<file path="config.mk">
export PLATFORM = sky130hd
export DESIGN_NAME = ir_program_sequencer
export DESIGN_NICKNAME = d
export VERILOG_FILES = /design/src/rtl/ir_program_sequencer.sv
export SDC_FILE = /design/constraint.sdc
export NUM_CORES = 1
export LEC_CHECK = 0
export CORE_UTILIZATION = 40
export DETAILED_ROUTE_END_ITERATION = 8
export GPL_TIMING_DRIVEN = 0
export PLACE_DENSITY = 0.56
export SYNTH_ARGS = -nofsm -noshare
export SYNTH_HDL_FRONTEND = slang
export SYNTH_SLANG_ARGS = --single-unit
export TNS_END_PERCENT = 20
</file>
<file path="constraint.sdc">
create_clock -name Clk -period 11.9 [get_ports Clk]
set_input_delay 1.785 -clock Clk [delete_from_list [all_inputs] [get_ports Clk]]
set_output_delay 1.785 -clock Clk [all_outputs]
set_load 0.02 [all_outputs]
</file>
<file path="src/rtl/ir_program_sequencer.sv">
// ir_program_sequencer: plays a small instruction buffer into the SPARC IR.
// Each stored word gives a one-cycle IR_Enable pulse, followed by GAP_CYCLES idle
// cycles. The gap can be stretched with hold, and abort stops playback.
// The number of words played is prog_len, clamped to DEPTH. issued counts load
// pulses and saturates at its maximum.
// All outputs are registered from the next-state decode, so IR_Enable is high
// exactly while the FSM sits in LOAD.
// Optional feature macro: SEQ_LOOP_EN. When it is defined and start is still
// high as the last word's gap expires, playback wraps back to entry 0.
module ir_program_sequencer #(
    parameter int IR_W       = 32,
    parameter int DEPTH      = 16,
    parameter int AW         = 4,
    parameter int GAP_CYCLES = 1,
    parameter int CNT_W      = 8
) (
    input  logic              Clk,
    input  logic              RESET,
    input  logic              prog_we,
    input  logic [AW-1:0]     prog_addr,
    input  logic [IR_W-1:0]   prog_data,
    input  logic [AW:0]       prog_len,
    input  logic              start,
    input  logic              hold,
    input  logic              abort,
    output logic [IR_W-1:0]   IR_In,
    output logic              IR_Enable,
    output logic              busy,
    output logic              done,
    output logic [AW-1:0]     idx,
    output logic [CNT_W-1:0]  issued
);

    localparam int GW = (GAP_CYCLES > 1) ? $clog2(GAP_CYCLES) : 1;
    localparam logic [GW-1:0]    GAP_LAST = GW'((GAP_CYCLES > 0) ? GAP_CYCLES - 1 : 0);
    localparam logic [AW:0]      DEPTH_L  = (AW+1)'(DEPTH);
    localparam logic [CNT_W-1:0] CNT_MAX  = {CNT_W{1'b1}};

    typedef enum logic [1:0] {IDLE, LOAD, GAP, DONE} state_t;

    state_t             state_r, state_s;
    logic [AW-1:0]      idx_r, idx_s;
    logic [GW-1:0]      gap_cnt_r, gap_cnt_s;
    logic [AW:0]        len_r, len_s;
    logic [AW:0]        len_eff_s;
    logic [AW:0]        last_s;
    logic               advance_s;
    logic               addr_ok_s;
    logic               wr_ok_s;
    logic [IR_W-1:0]    rd_data_s;
    logic [IR_W-1:0]    ir_in_r, ir_in_s;
    logic               ir_en_r, busy_r, done_r;
    logic [CNT_W-1:0]   issued_r;
    logic [IR_W-1:0]    mem_r [DEPTH];

    // Addresses beyond the buffer are only possible when DEPTH < 2**AW.
    generate
        if (DEPTH < (1 << AW)) begin : g_addr_chk
            assign addr_ok_s = ({1'b0, prog_addr} < DEPTH_L);
        end else begin : g_addr_all
            assign addr_ok_s = 1'b1;
        end
    endgenerate

    // Program writes are accepted only while not playing.
    assign wr_ok_s   = prog_we && addr_ok_s && ((state_r == IDLE) || (state_r == DONE));
    assign len_eff_s = (prog_len > DEPTH_L) ? DEPTH_L : prog_len;
    assign last_s    = len_r - (AW+1)'(1);

    // Program buffer storage; deliberately not cleared by RESET.
    always_ff @(posedge Clk) begin
        if (wr_ok_s) begin
            mem_r[prog_addr] <= prog_data;
        end else begin
            mem_r[prog_addr] <= mem_r[prog_addr];
        end
    end

    // Next-state, gap counter, index and IR word selection.
    always_comb begin
        state_s   = state_r;
        idx_s     = idx_r;
        gap_cnt_s = gap_cnt_r;
        len_s     = len_r;
        advance_s = 1'b0;
        rd_data_s = '0;
        ir_in_s   = ir_in_r;

        case (state_r)
            IDLE, DONE: begin
                if (start && (len_eff_s != '0)) begin
                    state_s = LOAD;
                    idx_s   = '0;
                    len_s   = len_eff_s;
                end else begin
                    state_s = state_r;
                end
            end
            LOAD: begin
                if (GAP_CYCLES > 0) begin
                    state_s   = GAP;
                    gap_cnt_s = '0;
                end else begin
                    advance_s = 1'b1;
                end
            end
            GAP: begin
                if (hold) begin
                    gap_cnt_s = gap_cnt_r;
                end else if (gap_cnt_r == GAP_LAST) begin
                    advance_s = 1'b1;
                end else begin
                    gap_cnt_s = gap_cnt_r + GW'(1);
                end
            end
            default: begin
                state_s = IDLE;
            end
        endcase

        if (advance_s) begin
            if ({1'b0, idx_r} != last_s) begin
                idx_s   = idx_r + AW'(1);
                state_s = LOAD;
            end else begin
`ifdef SEQ_LOOP_EN
                if (start) begin
                    idx_s   = '0;
                    state_s = LOAD;
                end else begin
                    state_s = DONE;
                end
`else
                state_s = DONE;
`endif
            end
        end else begin
            idx_s = idx_s;
        end

        if (abort) begin
            state_s = IDLE;
        end else begin
            state_s = state_s;
        end

        // A write landing in the same cycle as the read is forwarded.
        if (wr_ok_s && (prog_addr == idx_s)) begin
            rd_data_s = prog_data;
        end else begin
            rd_data_s = mem_r[idx_s];
        end

        if (state_s == LOAD) begin
            ir_in_s = rd_data_s;
        end else begin
            ir_in_s = ir_in_r;
        end
    end

    // State and registered outputs with synchronous reset.
    always_ff @(posedge Clk) begin
        if (RESET) begin
            state_r   <= IDLE;
            idx_r     <= '0;
            gap_cnt_r <= '0;
            len_r     <= '0;
            ir_in_r   <= '0;
            ir_en_r   <= 1'b0;
            busy_r    <= 1'b0;
            done_r    <= 1'b0;
            issued_r  <= '0;
        end else begin
            state_r   <= state_s;
            idx_r     <= idx_s;
            gap_cnt_r <= gap_cnt_s;
            len_r     <= len_s;
            ir_in_r   <= ir_in_s;
            ir_en_r   <= (state_s == LOAD);
            busy_r    <= (state_s == LOAD) || (state_s == GAP);
            done_r    <= (state_s == DONE);
            if ((state_s == LOAD) && (issued_r != CNT_MAX)) begin
                issued_r <= issued_r + CNT_W'(1);
            end else begin
                issued_r <= issued_r;
            end
        end
    end

    assign IR_In     = ir_in_r;
    assign IR_Enable = ir_en_r;
    assign busy      = busy_r;
    assign done      = done_r;
    assign idx       = idx_r;
    assign issued    = issued_r;

endmodule
</file>
==> reports/results.txt <==
Netlist cell types: 61
Hold Crit Class: reg2reg
area of the mapped netlist: 22400 um^2
max incr delay on CP: 0.74 ns
DR vias: 14800
H-tree depth: 2
sequential area share after synthesis: 73.5%
Synth-to-Final Area Change: 18.8%
vias in the first global route: 14500
syn nets: 1761
starting density of the core: 40.6%
gr ovfl total: 0
LEAKAGE: 0.00895 uW
drt wl/cell: 23.9 um
clock latency on the worst-skew pair: 0.63 ns
final wirelength: 63900 um
Post-CTS Resized: 0
worst slew pin tran: 1.09 ns
Final nets: 1937
clk buf depth: 3
Synth warnings: 0
Multi-input gate area: 5530 um^2
leading cell types in the layout, fill and taps excluded: 512 x edfxtp_1, 462 x nand2_1, 167 x nand3_1
synthesized instance count: 1706
status: finished, final reports clean
die height: 239 um
CP cell instances: clkdlybuf4s50_1 -> or4_4 -> o21ai_0 -> a21oi_1 -> o221ai_1 -> nand2_1 -> ha_1 -> nor2_1 -> clkbuf_1 -> clkbuf_1 -> a22oi_1 -> o221ai_1
Layout Utilization: 48.2%
Via density: 5.51
Fill cells: 4892
top sig layer: met4
CP startpoint kind: primary input
GP Congestion: 0.814
pin count of the biggest net entering global routing: 26
metal2 WL: 30100 um
pwr dens: 156 nW/um^2
layout cells sized above 1: 10.7%
DRT iter0 DRCs: 1312
ys async rst share: 0%
root buffer cell: clkbuf_16
Top-Level Pins: 94
setup TNS: 0 ns
Post-synth EDFFs: 512
first-pass GRT wire length: 94800 um
Cell Rows: 86
Max Cap Viol: 0
Post-CTS Hold Fix Bufs: 0
DR DRC count: 0
Post-DP HPWL: 42700 um
M1 WL: 27700 um
syn_area_per_cell: 13.1 um^2
min Tclk post-route: 5.70 ns
Crit path required time: 12.43 ns
TritonCTS Sinks: 566
total power: 4150 uW
CTS tree: yes
Clk pin slew, worst setup/hold paths: 0.06 ns
RSZ-0062 raised after global routing: false
FF/Latch Area: 16500 um^2
DR pass1 iterations: 5
Max IR drop VDD: 0.000111 V
Peak Freq: 176 MHz
setup bufs post-CTS: 0
max-slew violations: 0
total track usage: 22.7%
relative slew slack: 27.4%
commonest non-fill, non-tap cell in the layout: edfxtp_1
routed wl met3: 4360 um
ys flop type: edfxtp_1
final setup fails: 0
TritonCTS Buffers: 58
Crit Path Max Fanout: 10
area of the core: 55200 um^2
initial antenna violation count: 1
Clock Skew: 0.0278 ns
Setup CP Type: in2reg
Seq cells post-synth: 566
die width: 239 um
die area: 56900 um^2
final hold vios: 0
DRT antenna net count: 0
critical path's slowest cell: clkbuf_1
CP Capture Type: flip-flop
Critical Path AT: 6.23 ns
period utilisation layout: 47.9%
Port-buffer cells: 89
path summary, 6_finish.rpt:
path	from	slack [ns]	end	cells past startpoint
setup / recovery	prog_len[4]	6.20	IR_In[21]	12
hold reg to reg	len_r[4]	0.50	len_r[4]	2
hold / removal	len_r[4]	0.50	len_r[4]	2
setup reg to reg	len_r[0]	7.40	IR_In[21]	15
power breakdown:
group / switching (uW) / leakage (uW) / internal, uW
sequential: 13.2 / 0.00506 / 2200
combinational: 123 / 0.00299 / 60.7
clock: 757 / 0.000897 / 1000
total: 893 / 0.00895 / 3260
per-stage QoR:
stage	cells	setup WS (ns)	hold WS, ns	instance area, um^2
global placement	2543	3.83	0.466	24200
global route	2678	6.00	0.518	26600
floorplan	1706	6.83	0.445	22400
finish	2679	6.20	0.496	26600
detailed placement	2570	5.63	0.488	24800
CTS	2678	6.27	0.498	26600
sequential cells by signal (all words and copies together) (netlist names):
register,count
len_r,5
mem_r,512
idx,4
IR_In,32
state_r,2
IR_Enable,1
issued,8
done,1
busy,1
synth_stat cells (19+ instances only):
master	n	area [um^2]
a21oi_1	19	95.1
a22oi_1	33	248
a311oi_1	25	219
a31oi_1	29	181
and3_1	23	144
buf_2	48	240
clkbuf_1	40	150
dfxtp_1	54	1080
edfxtp_1	512	15400
mux2i_1	20	200
nand2_1	462	1730
nand3_1	167	836
nand4_1	34	213
nor2_1	56	210
o221ai_1	25	219
critical path: cells and delay by family:
kind | cells | cell delay [ns]
buf+inv | 3 | 1.88
compound gates | 5 | 1.15
simple gates | 3 | 1.08
fa+ha+maj | 1 | 0.33
metal layers:
layer / global-route usage, % / vias up
met1: 31.6 / 7416
met2: 36.9 / 556
met5: 0 / -
li1: - / 6699
met4: 7.15 / 0
met3: 3.23 / 102
cell families after synthesis:
group	count (synthesis)	synth area share, %
AOI/OAI and AO/OA	183	6.13
and+or+nand+nor	779	15.1
xor gates and xnor gates	14	0.547
adders and majority gates	8	0.447
buffers and inverters	116	2.33
muxes	40	1.93
DFF	566	73.5
area by class of cell:
cell class	instances	share of cell area, %
flip-flops and latches	566	61.9
multi-input cells	1024	20.8
clock buffers	78	6.01
repair buffers	116	4.99
well taps	748	3.52
plain buffers	100	1.74
clock inverters	30	0.875
inverters	16	0.226
diodes	1	0.00941
Note: power is estimated with default switching activity, not from simulation.
